--- config.mk ---
export PLATFORM = sky130hd
export DESIGN_NAME = interleaver_ctrl
export DESIGN_NICKNAME = d
export VERILOG_FILES = /design/src/rtl/interleaver_ctrl.sv
export SDC_FILE = /design/constraint.sdc
export NUM_CORES = 1
export LEC_CHECK = 0
export CAP_MARGIN = 10
export CORE_MARGIN = 1.5
export CORE_UTILIZATION = 46
export DETAILED_ROUTE_END_ITERATION = 16
export PLACE_DENSITY = 0.76
export SKIP_CTS_REPAIR_TIMING = 1
export SLEW_MARGIN = 20
export SYNTH_ARGS = -nofsm -noshare
export SYNTH_HDL_FRONTEND = slang
export SYNTH_SLANG_ARGS = --single-unit
--- constraint.sdc ---
create_clock -name clock -period 2.2 [get_ports clock]
set_clock_uncertainty 0.1 [all_clocks]
set_input_delay 0.44 -clock clock [delete_from_list [all_inputs] [get_ports clock]]
set_output_delay 0.44 -clock clock [all_outputs]
set_load 0.05 [all_outputs]
--- src/rtl/interleaver_ctrl.sv ---
// rtl/interleaver_ctrl.sv - write/read sequencing controller for a block interleaver buffer
//
// Fills an interleaver buffer with one block of L bits (write indices 0..L-1),
// then drains it (read indices 0..L-1, fed to the index generator), then pulses
// done. L is N_SMALL or N_LARGE, selected by k captured at start.
//
// Ports:
//   clock, reset_n     system clock, asynchronous active-low reset
//   start, k           block-start request and block-size select (IDLE only)
//   abort              synchronous abort back to IDLE, highest priority
//   in_valid           one input bit available (WRITE phase)
//   out_ready          downstream accepts one output bit (READ phase)
//   busy, k_lat        not-IDLE flag, latched block-size select
//   wr_en, wr_addr     buffer write strobe and index
//   rd_en, rd_addr     buffer read strobe and index
//   out_valid          rd_en delayed by the one-cycle memory read latency
//   done               one-cycle pulse at block completion
module interleaver_ctrl #(
  parameter int N_SMALL = 1056,
  parameter int N_LARGE = 6144,
  parameter int AW      = 13
) (
  input  logic          clock,
  input  logic          reset_n,
  input  logic          start,
  input  logic          k,
  input  logic          abort,
  input  logic          in_valid,
  input  logic          out_ready,
  output logic          busy,
  output logic          k_lat,
  output logic          wr_en,
  output logic [AW-1:0] wr_addr,
  output logic          rd_en,
  output logic [AW-1:0] rd_addr,
  output logic          out_valid,
  output logic          done
);

  typedef enum logic [1:0] {
    S_IDLE  = 2'd0,
    S_WRITE = 2'd1,
    S_READ  = 2'd2,
    S_DONE  = 2'd3
  } state_t;

  localparam logic [AW-1:0] LAST_SMALL = AW'(N_SMALL - 1);
  localparam logic [AW-1:0] LAST_LARGE = AW'(N_LARGE - 1);
  localparam logic [AW-1:0] ADDR_ONE   = AW'(1);

  state_t        state;
  logic [AW-1:0] last_addr;

  // Block length follows the latched select only, so k may change freely mid-block.
  assign last_addr = k_lat ? LAST_LARGE : LAST_SMALL;

  assign wr_en = (state == S_WRITE) && in_valid;
  assign rd_en = (state == S_READ) && out_ready;

  always_ff @(posedge clock or negedge reset_n) begin
    if (!reset_n) begin
      state     <= S_IDLE;
      k_lat     <= 1'b0;
      wr_addr   <= '0;
      rd_addr   <= '0;
      out_valid <= 1'b0;
      done      <= 1'b0;
      busy      <= 1'b0;
    end else if (abort) begin
      // k_lat is deliberately kept: it only describes the last accepted start.
      state     <= S_IDLE;
      wr_addr   <= '0;
      rd_addr   <= '0;
      out_valid <= 1'b0;
      done      <= 1'b0;
      busy      <= 1'b0;
    end else begin
      out_valid <= rd_en;
      done      <= 1'b0;
      case (state)
        S_IDLE: begin
          if (start) begin
            state   <= S_WRITE;
            busy    <= 1'b1;
            k_lat   <= k;
            wr_addr <= '0;
            rd_addr <= '0;
          end
        end
        S_WRITE: begin
          // The final index is held rather than wrapped so the address never exceeds L-1.
          if (in_valid) begin
            if (wr_addr == last_addr) begin
              state <= S_READ;
            end else begin
              wr_addr <= wr_addr + ADDR_ONE;
            end
          end
        end
        S_READ: begin
          if (out_ready) begin
            if (rd_addr == last_addr) begin
              state <= S_DONE;
              done  <= 1'b1;
            end else begin
              rd_addr <= rd_addr + ADDR_ONE;
            end
          end
        end
        S_DONE: begin
          // start is not looked at here; a new block can only begin from IDLE.
          state <= S_IDLE;
          busy  <= 1'b0;
        end
        default: begin
          state <= S_IDLE;
          busy  <= 1'b0;
        end
      endcase
    end
  end

endmodule

* After elaboration in Yosys (flattened, before gate mapping) *
Cells that the tools add are included.

word-level totals
  bits in registers = 32
  bits in latches = 0
  RAM bits = 0
  bits in read-only memories = 0
  input port bits = 7
  output and inout bits = 32
  logic and storage cells = 58
  memories = 0

cells by class
  $add $sub $neg = 2
  multipliers = 0
  divide/modulo/power cells = 0
  $lt $le $gt $ge = 0
  equal/unequal tests = 12
  shifts and indexed selects = 0
  muxes and demuxes = 25
  bitwise gates (word level) = 1
  reductions and logical operators = 11

operators with widths
  cell                     number
  $mux W13                 8
  $pmux W13 S2             2
  $add A13 B1 Y13 const B  2
  $eq A13 B13 Y1           2
  $ne A3 B3 Y1 const B     5
  $mux W2                  6
  $reduce_bool A3 Y1       3
  $pmux W2 S4              1
  $reduce_and A4 Y1        2
  $mux W1                  7
  $ne A3 B2 Y1 const B     2
  $reduce_and A5 Y1        1
  $eq A2 B2 Y1 const B     2
  $reduce_and A3 Y1        1
  $eq A2 B1 Y1 const B     1
  $logic_and A1 B1 Y1      2
  $logic_not A2 Y1         1
  $pmux W1 S2              1
  $reduce_and A2 Y1        1
  $not A1 Y1               1

* Logic depth before layout (Yosys ltp) *
  depth after elaboration = 6
  mapped depth = 8
  mapped depth without buffers = 7

* Least setup slack after synthesis *
No wires, ideal clock.

  path kind = flip-flop to flip-flop
  start point = reg rd_addr[0]
  end point = reg state[0]
  library setup time = 128 ps
  arrival time = 2228 ps
  data required time = 1972 ps
  path slack = -255 ps
  stages on the path, launching flop included = 8
  path buffers = 1
  clock period less this slack = 2455 ps
  cell sequence = dfrtp_1 ha_1 and4_1 clkbuf_1 and3b_1 o2111ai_1 a22oi_2 mux2_1

on the way
  cells in the longest elaborated chain, start to end = 3

RTL lines
  element                      line  text
  start: declaration           35    output logic [AW-1:0] rd_addr,
  start signal: assignment     106   rd_addr <= rd_addr + ADDR_ONE;
  $eq A13 B13 Y1               102   if (rd_addr == last_addr) begin
  $ne A3 B2 Y1 (no line)       -
  $reduce_and A5 Y1 (no line)  -
  end signal: assignment       103   state <= S_DONE;
  end signal: assignment       112   state <= S_IDLE;
  end signal: assignment       116   state <= S_IDLE;
  end: declaration             51    state_t state;

Every way passes these cells.
A chain may end at the register's enable or synchronous reset.

* Worst setup path in the final report *
  start point = reg rd_addr[9]
  end point = reg state[0]

The elaborated chain is that of the path after synthesis.

==> results.toml <==
[floorplan]
coreArea_um2 = 4030
die_w_um = 68.1
ioPinCount = 39
die-area_um2 = 4640
die_height_um = 68.1
effective_utilization_at_floorplan = 0.484
fp-row-count = 23

[grt]
antenna_found_initial = 0
vias_in_the_first_global_route = 1832
grt_usage = 0.253
largest_net_degree_at_the_start_of_global_routing = 33
grt_first_pass_wirelength_um = 8690
grt.overflow.total = 0

[logic_synthesis]
synth.cell_area_um2 = 1950
synthTopCellsByArea = "dfrtp_1 41%, a31oi_1 7.1%, ha_1 3.8%, o21ai_0 3.8%, nand2_1 3.3%"
synth-edff-count = 0
synthesized_flop_and_latch_total = 32
fraction_of_the_yosys_area_taken_by_sequential_cells = 0.410
synth_top_area_cell = "dfrtp_1"
syn-mean-instance-area_um2 = 9.38
postSynth.topFlopCell = "dfrtp_1"
synthArstFlopShare = 1.00
synth_commonest_cells = "32 x dfrtp_1, 22 x a31oi_1, 17 x nand2_1, 15 x o21ai_0"
synthCells = 208
synth_most_common_cell = "dfrtp_1"
synthDistinctLibCells = 49
synth_warnings = 0
postSynthNetCount = 221
yosys.area.top_type_share = 0.410

[timing]
finalSetupViolCount = 1
setup-tns-final_ps = -3.10
max_slew_margin = 0.661
hold_ws_ps = 420
timing.fmax_ghz = 0.454
max_slew_violations = 0
worst-slew-pin-transition_ps = 508
timing_hold_violations_final = 0
fin_crit_sh = 1.00
rsz0062_at_grt = "true"
post-route-worst-setup-slack_ps = -3.10
fin_crit_ps = 2200

[pwr]
p_per_area_nw_per_um2 = 735
switching_share = 0.377
vdd_ir_drop_max_mv = 0.657
netSwitchingPower_uw = 751
seq_power_share = 0.333
p_int_mw = 1.24
leakagePower_nw = 1.19
clockPowerShare = 0.239
combPwrFrac = 0.428

[worst_setup_path]
timing.critical_path.to_type = "flip-flop"
arrival_time_of_data_at_the_critical_path_endpoint_ps = 2280
path_class = "reg -> reg"
setup.worst_path.start_class = "flip-flop"
crit_fanout = 3
required_time_of_the_worst_setup_path_ps = 2270

[routing]
pre_antenna_drt_iters = 4
post_drt_via_cell_ratio = 6.12
detailedRoute.firstIterationViolations = 197
route.detailed.drc = 0
final_antenna_net_count = 0
finalWirelength_um = 5480
vias = 1972
post_drt_wl_per_cell_um = 17.0

[finish]
proportion_of_layout_cells_with_a_drive_suffix_above_1 = 0.224
final_core_utilization = 0.673
layout-area-overhead-vs-synth_pct = 38.9
diodes = 0
total_nets_final = 284

[place]
numPortBuffers = 38
gp_congestion = 0.891
dp_hpwl_um = 3720

[clocking]
cts_inserted_buffers = 5
clock_sink_count = 32
cts_max_path_buffers = 2
worst_setup_hold_path_clk_slew_ps = 70
h-tree-depth = 2
tritoncts = "done"
clock-root-buffer = "clkbuf_8"
insertion_delay_ps = 290

[outcome]
run_status = "finished, violations left"
violations = "setup timing"

[flow_run]
cap_viol_max_count = 0

[worst_hold_path]
worst_hold_path_type = "reg -> reg"
power by group through the flow:
| stage | clock [mW] | sequential, mW | combinational (mW) |
|---|---|---|---|
| 5_1_grt | 0.502 | 0.668 | 0.919 |
| 2_1_floorplan | 0 | 0.755 | 0.419 |
| 4_1_cts | 0.479 | 0.663 | 0.815 |
| 3_3_place_gp | 0 | 0.673 | 0.787 |
| 6_report | 0.477 | 0.663 | 0.853 |
| 3_5_place_dp | 0 | 0.673 | 0.804 |
per-stage QoR:
| step | power [mW] | std cells | setup WS, ps | instance area [µm²] |
|---|---|---|---|---|
| 2_1_floorplan | 1.17 | 208 | -48.5 | 1970 |
| 3_3_place_gp | 1.46 | 313 | 41.9 | 2590 |
| 3_5_place_dp | 1.48 | 313 | -9.05 | 2590 |
| 4_1_cts | 1.96 | 321 | -31.2 | 2680 |
| 5_1_grt | 2.09 | 322 | -56.4 | 2710 |
| 6_report | 1.99 | 322 | -3.10 | 2710 |
state kept, by name, summed over array words and instances, names as in the netlist:
signal	flops
busy	1
done	1
k_lat	1
out_valid	1
rd_addr	13
state	2
wr_addr	13
layout by cell type (no fill, tap or decap), types with 3 or more instances in the layout:
cell,instances
ha_1,6
nor2_1,9
and3_1,9
and4_1,4
mux2_2,3
a31oi_1,22
inv_1,4
a21oi_1,5
a21o_1,6
clkdlybuf4s50_1,35
nand3_1,9
dfrtp_1,21
clkbuf_8,6
a41oi_1,6
o21ai_0,14
o211ai_1,3
nor2b_1,5
nand2_1,17
nand4_1,6
dfrtp_2,11
and2_1,5
buf_4,24
cells by family (layout without fill, tap and decap cells):
| group | count (synthesis) | after routing | share of synthesized area |
|---|---|---|---|
| AOI/OAI and AO/OA | 76 | 76 | 0.268 |
| DFF | 32 | 32 | 0.410 |
| and+or+nand+nor | 77 | 77 | 0.231 |
| adders and majority gates | 6 | 6 | 0.0385 |
| buffers and inverters | 12 | 76 | 0.0237 |
| muxes | 5 | 5 | 0.0282 |
layer usage:
layer / track usage / wire length, µm
met1: 0.346 / 2450
met2: 0.386 / 2610
met3: 0.0428 / 312
met4: 0.125 / 116
met5: 0 / 0
final timing paths:
path	from	endpoint	slack [ps]	cells after the start
hold reg to reg	rd_addr[4]	rd_addr[4]	420	1
max in group asynchronous	reset_n	rd_addr[1]	1210	2
setup / recovery	rd_addr[9]	state[0]	-3	5
min in group asynchronous	reset_n	wr_addr[8]	460	2
hold / removal	rd_addr[4]	rd_addr[4]	420	1
setup reg to reg	rd_addr[9]	state[0]	-3	5
area by class of cell:
cell class | count | area [µm²]
fillers | 327 | 1320
multi-input cells | 164 | 1130
flip-flops and latches | 32 | 815
repair buffers | 63 | 594
clock buffers | 8 | 90.1
well taps | 50 | 62.6
inverters | 5 | 18.8
worst max-delay path, cell delays in order (launching register included):
cell and delay, ps:
dfrtp_2 400, or4_4 550, nor4_4 370, o2111ai_2 160
a22oi_2 170, mux2_1 340
No activity file was read; power rests on OpenSTA's default activity.
